<file path="src/rtl/word_serializer_pkg.sv">
// -----------------------------------------------------------------------------
// serializer_pkg
//   Shared types and helpers for the word serializer.
//   - ser_state_t : debug/waveform decode of the serializer's valid flag
//   - safe_clog2  : counter width helper, never returns less than one bit
// -----------------------------------------------------------------------------
package serializer_pkg;

    typedef enum logic {
        S_EMPTY    = 1'b0,
        S_SHIFTING = 1'b1
    } ser_state_t;

    // A ratio of 1 still needs a 1-bit counter so the vectors stay legal.
    function automatic int safe_clog2(input int n);
        int r;
        if (n <= 1) begin
            r = 1;
        end else begin
            r = $clog2(n);
        end
        return r;
    endfunction

endpackage

</file>
<file path="src/rtl/word_serializer.sv">
// -----------------------------------------------------------------------------
// word_serializer
//   Width-down converter: takes one in_width word per input handshake and
//   emits it as RATIO beats of out_width, least significant beat first, with
//   dOutLAST flagging the final beat. A new word can be accepted in the same
//   cycle the last beat leaves, so consecutive words stream without a bubble.
//
// Ports
//   clk       clock
//   rst       asynchronous active-high reset
//   dInREQ    out: ready to take a word
//   dInACK    in : upstream word valid
//   dIN       in : word data, only sampled on an input handshake
//   dOutACK   out: beat valid
//   dOutREQ   in : downstream ready for a beat
//   dOUT      out: current beat data
//   dOutLAST  out: current beat is the final beat of its word
// -----------------------------------------------------------------------------
module word_serializer
    import serializer_pkg::*;
#(
    parameter int in_width  = 32,
    parameter int out_width = 8
) (
    input  logic                 clk,
    input  logic                 rst,
    output logic                 dInREQ,
    input  logic                 dInACK,
    input  logic [in_width-1:0]  dIN,
    output logic                 dOutACK,
    input  logic                 dOutREQ,
    output logic [out_width-1:0] dOUT,
    output logic                 dOutLAST
);

    localparam int RATIO = in_width / out_width;
    localparam int CNT_W = safe_clog2(RATIO);
    localparam logic [CNT_W-1:0] LAST_CNT = CNT_W'(RATIO - 1);

    // The input word must split into a whole number of beats.
    if ((out_width < 1) || (in_width < out_width) || ((in_width % out_width) != 0)) begin : g_bad_width
        $error("word_serializer: in_width must be a positive multiple of out_width");
    end

    logic [in_width-1:0] sr_q;
    logic [in_width-1:0] sr_d;
    logic [CNT_W-1:0]    cnt_q;
    logic [CNT_W-1:0]    cnt_d;
    logic                valid_q;
    logic                valid_d;

    ser_state_t          state_s;
    logic                last_s;
    logic                out_hs_s;
    logic                in_req_s;
    logic                in_hs_s;

    assign state_s  = valid_q ? S_SHIFTING : S_EMPTY;
    assign dOutACK  = (state_s == S_SHIFTING);
    assign dOUT     = sr_q[out_width-1:0];
    assign last_s   = dOutACK && (cnt_q == LAST_CNT);
    assign dOutLAST = last_s;
    assign out_hs_s = dOutACK && dOutREQ;
    // Ready when empty, or when the last beat of the current word leaves now.
    assign in_req_s = !dOutACK || (out_hs_s && last_s);
    assign dInREQ   = in_req_s;
    assign in_hs_s  = dInACK && in_req_s;

    // Next-state: load beats priority over shift; dIN only enters on a load.
    always_comb begin
        sr_d    = sr_q;
        cnt_d   = cnt_q;
        valid_d = valid_q;
        if (in_hs_s) begin
            sr_d    = dIN;
            cnt_d   = {CNT_W{1'b0}};
            valid_d = 1'b1;
        end else if (out_hs_s && !last_s) begin
            // Zero-fill from the top so drained beats never resurface.
            sr_d    = sr_q >> out_width;
            cnt_d   = cnt_q + CNT_W'(1);
            valid_d = 1'b1;
        end else if (out_hs_s) begin
            // Last beat gone with no replacement word: go empty, sr left as is.
            cnt_d   = {CNT_W{1'b0}};
            valid_d = 1'b0;
        end else begin
            sr_d    = sr_q;
            cnt_d   = cnt_q;
            valid_d = valid_q;
        end
    end

    // State registers with asynchronous clear (discards any partial word).
    always_ff @(posedge clk or posedge rst) begin
        if (rst) begin
            sr_q    <= {in_width{1'b0}};
            cnt_q   <= {CNT_W{1'b0}};
            valid_q <= 1'b0;
        end else begin
            sr_q    <= sr_d;
            cnt_q   <= cnt_d;
            valid_q <= valid_d;
        end
    end

endmodule
</file>
<file path="config.mk">
export PLATFORM = sky130hd
export DESIGN_NAME = word_serializer
export DESIGN_NICKNAME = d
export VERILOG_FILES = /design/src/rtl/word_serializer_pkg.sv /design/src/rtl/word_serializer.sv
export SDC_FILE = /design/constraint.sdc
export NUM_CORES = 1
export LEC_CHECK = 0
export BUFFER_PORTS_ARGS = -buffer_cell sky130_fd_sc_hd__buf_2
export CAP_MARGIN = 10
export CORE_ASPECT_RATIO = 0.6
export CORE_UTILIZATION = 57
export CTS_CLUSTER_SIZE = 10
export DETAILED_ROUTE_END_ITERATION = 7
export GPL_TIMING_DRIVEN = 0
export PLACE_DENSITY = 0.85
export SLEW_MARGIN = 20
export SYNTH_ARGS = -nofsm -noshare
export SYNTH_HDL_FRONTEND = slang
export SYNTH_SLANG_ARGS = --single-unit
</file>
<file path="constraint.sdc">
create_clock -name clk -period 2.6 [get_ports clk]
set_input_delay 0.26 -clock clk [delete_from_list [all_inputs] [get_ports clk]]
set_output_delay 0.26 -clock clk [all_outputs]
set_load 0.03 [all_outputs]
</file>
==> flow_metrics.env, run 1 <==
export IMPL_grt_busiest_layer="met2"
export IMPL_cts_buffers=5
export IMPL_final_common_cell="buf_2"
export IMPL_total_power_mw=2.404
export IMPL_reg2reg_from="cnt_q[1]$_DFFE_PP0P_"
export IMPL_clock_sinks=35
export IMPL_path_clk_slew_ns=0.07
export IMPL_fin_nets=290
export IMPL_fmax_mhz=451.4
export IMPL_gp_congestion=0.8583
export IMPL_clockBufferDepth=2
export IMPL_track_usage=0.2833
export IMPL_yosysUniqueCellTypes=24
export IMPL_worstHoldPathType="primary input to asynchronous set/reset pin"
export IMPL_synth_fp_nets=238
export IMPL_overflow=0
export IMPL_antenna_found_initial=0
export IMPL_rows=15
export IMPL_ff2ff_path_depth=6
export IMPL_netlist_top_cells_area="dfrtp_1 (47%), o221a_2 (9.0%), o21ai_0 (6.1%)"
export IMPL_r2r_end="sr_q[0]$_DFFE_PP0P_"
export IMPL_pin_count=47
export IMPL_pwr_share_clk=0.163
export IMPL_async_flop_share=1.000
export IMPL_ys_flop_type="dfrtp_1"
export IMPL_rrSetupSlack_ns=0.81
export IMPL_ys_ff_latch=35
export IMPL_path_cells="ha_1 > buf_2 > buf_1 > and2_1 > buf_2"
export IMPL_clock_skew_final_ns=0.005370
export IMPL_cts_tree="yes"
export IMPL_hold_buffers=0
export IMPL_use_met1=0.4048
export IMPL_slew_headroom=0.4946
export IMPL_place_hpwl_um=3257
export IMPL_cts_resized=0
export IMPL_die_h_um=46.45
export IMPL_ys_seq_area_frac=0.4667
export IMPL_min_period_over_period=0.8521
export IMPL_yosys_area_top_type="dfrtp_1"
export IMPL_synthesis_area_um2=1877
export IMPL_seqPwrFrac=0.406
export IMPL_cp_required_ns=2.34
export IMPL_period_needed_ns=2.215
export IMPL_syn_inst=201
export IMPL_synth_top_cell_area_share=0.4667
export IMPL_fin_tns_setup_ns=0
export IMPL_startpoint_type="flip-flop"
export IMPL_cpPeakStageDelay_ns=0.41
export IMPL_drive_gt1_frac=0.3202
export IMPL_netSwitchingFraction=0.3897
export IMPL_setup_viol=0
export IMPL_final_cell_mix="buf_2 (49), dfrtp_1 (35), o21ai_0 (23)"
export IMPL_drt_iter0_markers=181
export IMPL_first_pass_iters=7
export IMPL_drt_wirelength_per_cell_um=15.50
export IMPL_cp_slowest_cell="buf_1"
export IMPL_numPortBuffers=45
export IMPL_max_cap_viol_count=0
export IMPL_multi_input_area_um2=785.8
export IMPL_diodes=0
export IMPL_core_um2=3003
export IMPL_clkLatencyLatePin_ns=0.29
export IMPL_critical_path_buf_inv_count=3
export IMPL_ant_nets=0
export IMPL_run_status="complete, no violations"
export IMPL_syn_area_per_cell_um2=9.337
export IMPL_path_class="flip-flop to output pin"
export IMPL_area_growth_pct=19.47
export IMPL_synth_enable_flop_cells=0
export IMPL_arrival_ns=1.96
export IMPL_route_detailed_drc=0
export IMPL_cpLargestDelayFamily="buffers and inverters"
export IMPL_htreeDepth=2
export IMPL_grt_setup_unrepaired="no"
export IMPL_fill_cells=226
export IMPL_p_sw_mw=0.9370
export IMPL_cts_root_buf="clkbuf_8"
export IMPL_post_cts_setup_buffers=0
export IMPL_critPathMaxFanout=10
export IMPL_die_area_um2=3534
export IMPL_grt_pass1_wl_um=7514
export IMPL_use_met3=0.05743
export IMPL_ir_drop_mv=0.5747
export IMPL_cp_end_kind="output pin"
export IMPL_p_int_mw=1.467
export IMPL_regArea_um2=875.8
export IMPL_vias=1762
export IMPL_drt_wl_total_um=4573
export IMPL_powerDensity_nw_per_um2=1072
export IMPL_tightest_slew_ns=0.7582
export IMPL_power_frac_comb=0.431
export IMPL_vias_per_cell=5.973
export IMPL_grt_pass1_vias=1636
export IMPL_slew_violations=0
export IMPL_start_util=0.6250
export IMPL_synth_warning_count=0
export IMPL_cpMostUsedCell="buf_2"
export IMPL_grt_max_degree=36
export IMPL_p_leak_nw=1.063
export IMPL_die_x_um=76.08
export IMPL_met2_usage=0.4418
export IMPL_finalHoldViolations=0
## registers in the layout, indices dropped and copies added (netlist names)
name	flops
cnt_q	2
valid_q	1
sr_q	32
## stage by stage
step                      cell area [um2]  std cells    util  hold WS (ns)  setup slack [ns]
after floorplan                      1877        201       -        0.4069            0.8972
after global placement               2155        288  0.7175        0.4805            0.7559
after detailed placement             2155        288  0.7175        0.4118            0.7260
after CTS                            2242        295  0.7467        0.1062            0.3864
after global routing                 2242        295  0.7467        0.1447            0.2600
final                                2242        295  0.7467       0.08363            0.3846
## how the worst max path moves through the flow
stage,from,cells after the start,end,slack [ns]
5_1_grt,cnt_q[1]$_DFFE_PP0P_,5,dOutLAST,0.26
6_report,cnt_q[1]$_DFFE_PP0P_,5,dOutLAST,0.38
2_1_floorplan,valid_q$_DFFE_PP0P_,3,dOutLAST,0.90
3_3_place_gp,cnt_q[1]$_DFFE_PP0P_,5,dOutLAST,0.76
4_1_cts,cnt_q[1]$_DFFE_PP0P_,5,dOutLAST,0.39
3_5_place_dp,cnt_q[0]$_DFFE_PP0P_,5,dOutLAST,0.73
## per-layer routing
layer  routed length (um)  up-vias
met5                    0        -
met4                   33        0
met1                 2188      845
met3                  370        6
met2                 1981       89
li1                     -      822
## worst register-to-register path: stages (launching register included)
cell and delay, ns:
dfrtp_1 0.38, ha_1 0.24, buf_2 0.24, buf_1 0.41
nor3b_1 0.10, o21ai_0 0.18, o221a_2 0.19
## cells by family after synthesis
group,synth area share
buffers and inverters,0.1147
AND/OR/NAND/NOR,0.1587
flip-flops,0.4667
AO/OA/AOI/OAI,0.2533
adder cells (fa/ha/maj),0.006666
## cells in the mapped netlist (3+ instances only)
| cell | number |
|---|---|
| dfrtp_1 | 35 |
| o21ai_0 | 23 |
| inv_1 | 21 |
| nor2_1 | 16 |
| nor3b_1 | 15 |
| o221a_2 | 15 |
| nand2_1 | 11 |
| clkbuf_1 | 10 |
| o22ai_1 | 10 |
| a222oi_1 | 9 |
| nand3_1 | 9 |
| buf_4 | 8 |
| buf_2 | 4 |
| nand2b_1 | 3 |
## final cells by class
type                       count  share of cell area
timing repair buffer          45              0.1004
clock buffer                   6             0.03683
inverter                      21             0.03516
clock inverter                 1            0.002232
sequential                    35              0.3906
buffer                        25             0.06083
multi-input combinational    120              0.3504
tap                           42             0.02344
## power groups by stage
stage / Combinational [mW] / Sequential (mW) / Clock [mW]
final: 1.04 / 0.976 / 0.393
after global routing: 1.14 / 1.00 / 0.421
after CTS: 1.03 / 0.966 / 0.395
after detailed placement: 1.03 / 0.972 / 0
after global placement: 0.995 / 0.962 / 0
after floorplan: 0.809 / 0.921 / 0
No activity file was read; power rests on OpenSTA's default activity.
==> inputs of run 2 (changes only) <==
--- a/config.mk
+++ b/config.mk
@@ -5,6 +5,7 @@
 export SDC_FILE = /design/constraint.sdc
 export NUM_CORES = 1
 export LEC_CHECK = 0
+export ABC_AREA = 1
 export BUFFER_PORTS_ARGS = -buffer_cell sky130_fd_sc_hd__buf_2
 export CAP_MARGIN = 10
 export CORE_ASPECT_RATIO = 0.6
@@ -12,7 +13,7 @@
 export CTS_CLUSTER_SIZE = 10
 export DETAILED_ROUTE_END_ITERATION = 7
 export GPL_TIMING_DRIVEN = 0
-export PLACE_DENSITY = 0.85
+export PLACE_DENSITY = 0.84
 export SLEW_MARGIN = 20
 export SYNTH_ARGS = -nofsm -noshare
 export SYNTH_HDL_FRONTEND = slang
==> run 2 against run 1 <==
Via count grew 9.3%. Combinational power barely moved. Clock skew fell by 0.0023 ns.
==> flow_metrics.env, run 2 <==
export IMPL_die_x_um=78.51
export IMPL_cpPeakStageDelay_ns=0.37
export IMPL_grt_pass1_vias=1592
export IMPL_topRoutingLayerUsed="met4"
export IMPL_hold_buffers=0
export IMPL_p_sw_mw=0.9631
export IMPL_powerDensity_nw_per_um2=992.1
export IMPL_vias_per_cell=5.532
export IMPL_cpMostUsedCell="buf_2"
export IMPL_largest_reg_flops=32
export IMPL_fin_nets=339
export IMPL_multi_input_area_um2=899.6
export IMPL_syn_inst=251
export IMPL_seqPwrFrac=0.379
export IMPL_pwr_share_clk=0.185
export IMPL_clock_sinks=35
export IMPL_die_h_um=47.91
export IMPL_path_clk_slew_ns=0.07
export IMPL_grt_setup_unrepaired="no"
export IMPL_run_status="complete, no violations"
export IMPL_cpLargestDelayFamily="buffers and inverters"
export IMPL_netlist_top_cells_area="dfrtp_1 (44%), nand2_1 (17%), nand3b_1 (9.0%)"
export IMPL_critPathMaxFanout=10
export IMPL_finalHoldViolations=0
export IMPL_slew_violations=0
export IMPL_post_synth_top_count_cell="nand2_1"
export IMPL_syn_area_per_cell_um2=7.976
export IMPL_ir_drop_mv=0.5169
export IMPL_wl_met2_um=2040
export IMPL_yosys_area_top_type="dfrtp_1"
export IMPL_top_register="sr_q"
export IMPL_clockBufferDepth=2
export IMPL_min_period_over_period=0.7144
export IMPL_max_cap_viol_count=0
export IMPL_cp_end_kind="output pin"
export IMPL_yosysUniqueCellTypes=20
export IMPL_cp_slowest_cell="dfrtp_1"
export IMPL_route_detailed_drc=0
export IMPL_wl_met1_um=2444
export IMPL_drt_wirelength_per_cell_um=13.78
export IMPL_final_common_cell="nand2_1"
export IMPL_gp_congestion=0.8570
export IMPL_antenna_found_initial=0
export IMPL_ys_top_cells_by_count="nand2_1 (91), dfrtp_1 (35), nand3_1 (32), nand3b_1 (24), nand4_1 (24)"
export IMPL_slew_headroom=0.5155
export IMPL_synth_fp_nets=288
export IMPL_pin_count=47
export IMPL_place_hpwl_um=3456
export IMPL_htreeDepth=2
export IMPL_power_frac_comb=0.436
export IMPL_synth_top_cell_area_share=0.4375
export IMPL_rows=16
export IMPL_numPortBuffers=44
export IMPL_overflow=0
export IMPL_worstHoldPathType="primary input to asynchronous set/reset pin"
export IMPL_clkLatencyLatePin_ns=0.29
export IMPL_synthesis_area_um2=2002
export IMPL_synth_enable_flop_cells=0
export IMPL_fill_cells=288
export IMPL_drt_wl_total_um=4797
export IMPL_area_growth_pct=18.81
export IMPL_async_flop_share=1.000
export IMPL_cts_buffers=5
export IMPL_pre_cts_slack_ns=1.069
export IMPL_ys_seq_area_frac=0.4375
export IMPL_clock_skew_final_ns=0.003101
export IMPL_regArea_um2=875.8
export IMPL_first_pass_iters=4
export IMPL_p_leak_nw=1.344
export IMPL_critical_path_buf_inv_count=2
export IMPL_p_int_mw=1.397
export IMPL_cts_root_buf="clkbuf_8"
export IMPL_start_util=0.6061
export IMPL_period_needed_ns=1.857
export IMPL_tightest_slew_ns=0.7257
export IMPL_startpoint_type="flip-flop"
export IMPL_diodes=0
export IMPL_grt_pass1_wl_um=7596
export IMPL_ys_ff_latch=35
export IMPL_synth_warning_count=0
export IMPL_track_usage=0.2767
export IMPL_arrival_ns=1.60
export IMPL_final_cell_mix="nand2_1 (91), buf_2 (54), dfrtp_1 (35)"
export IMPL_grt_max_degree=36
export IMPL_die_area_um2=3761
export IMPL_fmax_mhz=538.4
export IMPL_ys_flop_type="dfrtp_1"
export IMPL_layout_setup_ws_ns=0.7426
export IMPL_vias=1925
export IMPL_cts_resized=0
export IMPL_post_cts_setup_buffers=0
export IMPL_core_um2=3303
export IMPL_drt_iter0_markers=198
export IMPL_wl_met3_um=278
export IMPL_top_regs="sr_q: 32 flops, cnt_q: 2 flops, valid_q: 1 flops"
export IMPL_netSwitchingFraction=0.4082
export IMPL_path_class="flip-flop to output pin"
export IMPL_fin_tns_setup_ns=0
export IMPL_cp_required_ns=2.34
export IMPL_path_cells="ha_1 > nand2_2 > nand2_4 > buf_2 > buf_2"
export IMPL_cts_tree="yes"
export IMPL_drive_gt1_frac=0.2706
export IMPL_ant_nets=0
export IMPL_setup_viol=0
## run 2: cell types whose count changed in the layout (fill, tap and decap cells not counted), sizes merged, moves of 14 or more
cell	delta
nand2	+83
nand3	+24
nand4	+24
nand3b	+23
o21ai	-22
nor2	-16
nor3b	-15
o221a	-15
inv	-14
## run 2: final timing paths
path | startpoint | endpoint | slack [ns] | cells after the start
max | cnt_q[0]$_DFFE_PP0P_ | dInREQ | 0.74 | 5
min | rst | sr_q[4]$_DFFE_PP0P_ | 0.09 | 2
max reg2reg | cnt_q[0]$_DFFE_PP0P_ | sr_q[11]$_DFFE_PP0P_ | 1.00 | 7
min reg2reg | cnt_q[0]$_DFFE_PP0P_ | cnt_q[0]$_DFFE_PP0P_ | 0.49 | 1
max in group asynchronous | rst | sr_q[16]$_DFFE_PP0P_ | 2.03 | 2
min in group clk | dIN[31] | sr_q[31]$_DFFE_PP0P_ | 0.17 | 3
## run 2: layer usage
layer	GRT usage	vias to the layer above
met4	0.06296	0
met1	0.4126	926
li1	-	935
met5	0	-
met3	0.06476	7
met2	0.4104	57
## run 2: cell families (layout without fill, tap and decap cells)
family / count (synthesis) / in the layout / synth area share
AOI/OAI and AO/OA: 2 / 2 / 0.005625
adders and majority gates: 1 / 1 / 0.006249
buffers and inverters: 37 / 89 / 0.1131
DFF: 35 / 35 / 0.4375
muxes: 1 / 1 / 0.005000
and+or+nand+nor: 175 / 175 / 0.4325
## run 2: stage by stage
step / hold WS, ns / utilization / cell area (um2) / instances / power (mW)
6_report: 0.08869 / 0.7201 / 2379 / 348 / 2.360
5_1_grt: 0.1544 / 0.7201 / 2379 / 348 / 2.535
4_1_cts: 0.1200 / 0.7201 / 2379 / 348 / 2.349
3_5_place_dp: 0.4211 / 0.6898 / 2278 / 340 / 1.919
3_3_place_gp: 0.4618 / 0.6898 / 2278 / 340 / 1.891
2_1_floorplan: 0.3768 / - / 2002 / 251 / 1.658
## run 2: power groups by stage
stage / logic [mW] / registers [mW] / clock network [mW]
after floorplan: 0.798 / 0.860 / 0
after global placement: 0.999 / 0.891 / 0
after detailed placement: 1.02 / 0.897 / 0
after CTS: 1.03 / 0.889 / 0.429
after global routing: 1.17 / 0.915 / 0.455
final: 1.03 / 0.894 / 0.436
## run 2: cell type report
cell class                 count  share of cell area
sequential                    35              0.3682
inverter                       7             0.01105
timing repair buffer          44             0.09258
tap                           45             0.02367
buffer                        30             0.08417
clock buffer                   8             0.04208
multi-input combinational    179              0.3782
==> inputs of run 3 (changes only) <==
--- a/config.mk
+++ b/config.mk
@@ -9,11 +9,11 @@
 export BUFFER_PORTS_ARGS = -buffer_cell sky130_fd_sc_hd__buf_2
 export CAP_MARGIN = 10
 export CORE_ASPECT_RATIO = 0.6
-export CORE_UTILIZATION = 57
+export CORE_UTILIZATION = 48
 export CTS_CLUSTER_SIZE = 10
 export DETAILED_ROUTE_END_ITERATION = 7
 export GPL_TIMING_DRIVEN = 0
-export PLACE_DENSITY = 0.84
+export PLACE_DENSITY = 0.75
 export SLEW_MARGIN = 20
 export SYNTH_ARGS = -nofsm -noshare
 export SYNTH_HDL_FRONTEND = slang
==> constraint.sdc (replaced) <==
create_clock -name clk -period 1.5 [get_ports clk]
set_input_delay 0.15 -clock clk [delete_from_list [all_inputs] [get_ports clk]]
set_output_delay 0.15 -clock clk [all_outputs]
set_load 0.03 [all_outputs]
==> run 3 against run 2 <==
The run now ends with negative hold slack left. Cell area up 4.6%. Register-to-register slack lost 0.89 ns. Flip-flop and latch count stayed put. Sequential share of layout area down 1.6 points. Worst setup slack got worse by 0.70 ns. Power up 82%. Clock skew grew 0.0024 ns. Critical endpoint unchanged. Largest power group unchanged. Highest routed layer unchanged.
==> flow_metrics.env, run 3 (synthesis gave the netlist of run 2 again) <==
export IMPL_cts_root_buf="clkbuf_8"
export IMPL_cpPeakStageDelay_ns=0.41
export IMPL_path_class="flip-flop to output pin"
export IMPL_place_hpwl_um=3592
export IMPL_drt_iter0_markers=97
export IMPL_top_regs="sr_q: 32 flops, cnt_q: 2 flops, valid_q: 1 flops"
export IMPL_ff2ff_path_depth=6
export IMPL_grt_setup_unrepaired="no"
export IMPL_start_util=0.5229
export IMPL_multi_input_area_um2=925.9
export IMPL_setup_viol=0
export IMPL_critical_path_buf_inv_count=2
export IMPL_final_instance_count_excl_fill=356
export IMPL_die_h_um=52.03
export IMPL_ant_nets=0
export IMPL_area_growth_pct=24.25
export IMPL_final_common_cell="nand2_1"
export IMPL_cpLargestDelayFamily="flip-flops"
export IMPL_gp_congestion=0.8396
export IMPL_worstHoldPathType="primary input to asynchronous set/reset pin"
export IMPL_rows=17
export IMPL_fmax_mhz=686.8
export IMPL_top_register="sr_q"
export IMPL_cp_required_ns=1.35
export IMPL_r2r_end="sr_q[31]$_DFFE_PP0P_"
export IMPL_drt_wirelength_per_cell_um=14.20
export IMPL_ir_drop_mv=0.6887
export IMPL_reg2reg_from="cnt_q[1]$_DFFE_PP0P_"
export IMPL_arrival_ns=1.31
export IMPL_fin_nets=345
export IMPL_regArea_um2=875.8
export IMPL_antenna_found_initial=0
export IMPL_numPortBuffers=44
export IMPL_clockBufferDepth=2
export IMPL_drive_gt1_frac=0.2945
export IMPL_pin_count=47
export IMPL_path_cells="ha_4 > nand2_4 > nand2_8 > buf_6 > buf_6"
export IMPL_cts_tree="yes"
export IMPL_slew_headroom=0.5079
export IMPL_grt_pass1_vias=1734
export IMPL_startpoint_type="flip-flop"
export IMPL_min_period_over_period=0.9706
export IMPL_layout_setup_ws_ns=0.04403
export IMPL_postPlaceCellArea_um2=2281
export IMPL_cp_slowest_cell="dfrtp_1"
export IMPL_clock_skew_final_ns=0.005465
export IMPL_final_cell_mix="nand2_1 (91), buf_2 (47), dfrtp_1 (35)"
export IMPL_path_clk_slew_ns=0.07
export IMPL_powerDensity_nw_per_um2=1727
export IMPL_largest_reg_flops=32
export IMPL_p_leak_nw=1.400
export IMPL_drt_wl_total_um=5054
export IMPL_cts_buffers=5
export IMPL_rrSetupSlack_ns=0.11
export IMPL_vias_per_cell=5.559
export IMPL_cpMostUsedCell="buf_6"
export IMPL_first_pass_iters=5
export IMPL_placedCellCount=342
export IMPL_run_status="finished, violations left"
export IMPL_period_needed_ns=1.456
export IMPL_cp_end_kind="output pin"
export IMPL_track_usage=0.2511
export IMPL_critPathMaxFanout=8
export IMPL_tightest_slew_ns=0.7371
export IMPL_hold_slack_ns=-0.02598
export IMPL_overflow=0
export IMPL_core_um2=3829
export IMPL_pre_cts_slack_ns=-0.05870
export IMPL_final_area_um2=2487
export IMPL_total_power_mw=4.297
export IMPL_grt_max_degree=36
export IMPL_die_area_um2=4442
export IMPL_finalHoldViolations=35
export IMPL_diodes=0
export IMPL_die_x_um=85.38
export IMPL_violations="negative hold slack"
export IMPL_route_detailed_drc=0
export IMPL_slew_violations=0
export IMPL_htreeDepth=2
export IMPL_fill_cells=338
export IMPL_vias=1979
export IMPL_clock_sinks=35
export IMPL_clkLatencyLatePin_ns=0.30
export IMPL_max_cap_viol_count=0
export IMPL_grt_pass1_wl_um=8238
run 3: cell count changes in the layout (fill, tap and decap cells not counted):
cell | before | now
buf_2 | 54 | 47
buf_4 | 9 | 15
clkbuf_4 | 0 | 4
buf_6 | 4 | 6
clkbuf_1 | 6 | 4
clkbuf_2 | 0 | 2
buf_8 | 1 | 2
ha_1 | 1 | 0
ha_4 | 0 | 1
nand2_2 | 2 | 1
nand2_8 | 0 | 1
run 3: repair_timing:
| item | in CTS | in global routing |
|---|---|---|
| setup endpoints to repair | 22 | 22 |
| gates cloned | 0 | 0 |
| hold buffers | 0 | 0 |
| buffers inserted | 4 | 2 |
| pin swaps | 0 | 3 |
| gates resized for setup | 6 | 13 |
run 3: cell type report:
cell class / count / share of cell area
Buffer: 30 / 0.09105
Inverter: 7 / 0.01056
Sequential cell: 35 / 0.3521
Timing Repair Buffer: 50 / 0.1102
Tap cell: 47 / 0.02364
Multi-Input combinational cell: 179 / 0.3722
Clock buffer: 8 / 0.04024
run 3: worst max-delay path by stage:
| stage | from | to | depth (start not counted) |
|---|---|---|---|
| after CTS | cnt_q[0]$_DFFE_PP0P_ | dInREQ | 5 |
| after global routing | cnt_q[0]$_DFFE_PP0P_ | sr_q[4]$_DFFE_PP0P_ | 6 |
| after detailed placement | cnt_q[0]$_DFFE_PP0P_ | sr_q[22]$_DFFE_PP0P_ | 7 |
| after global placement | cnt_q[0]$_DFFE_PP0P_ | sr_q[6]$_DFFE_PP0P_ | 7 |
| after floorplan | valid_q$_DFFE_PP0P_ | dOutLAST | 4 |
| final | cnt_q[1]$_DFFE_PP0P_ | dInREQ | 5 |
run 3: metal layers:
| metal | wire, um | vias up | track usage |
|---|---|---|---|
| li1 | - | 947 | - |
| met4 | 58 | 0 | 0.08611 |
| met2 | 2074 | 77 | 0.3495 |
| met3 | 340 | 6 | 0.05714 |
| met1 | 2580 | 949 | 0.3802 |
| met5 | 0 | - | 0 |
run 3: where the power goes:
group,total (mW),switching (mW),internal [mW]
combinational,1.97,1.15,0.820
sequential,1.56,0.240,1.32
clock,0.772,0.352,0.419
total,4.30,1.74,2.56
run 3: stage by stage:
| stage | hold WS [ns] | setup TNS (ns) | utilization |
|---|---|---|---|
| global route | 0.04169 | 0 | 0.6497 |
| floorplan | 0.2668 | 0 | - |
| CTS | 0.003450 | -0.01354 | 0.6359 |
| global placement | 0.3542 | -0.02304 | 0.5958 |
| finish | -0.02598 | 0 | 0.6497 |
| detailed placement | 0.3199 | -0.3136 | 0.5958 |
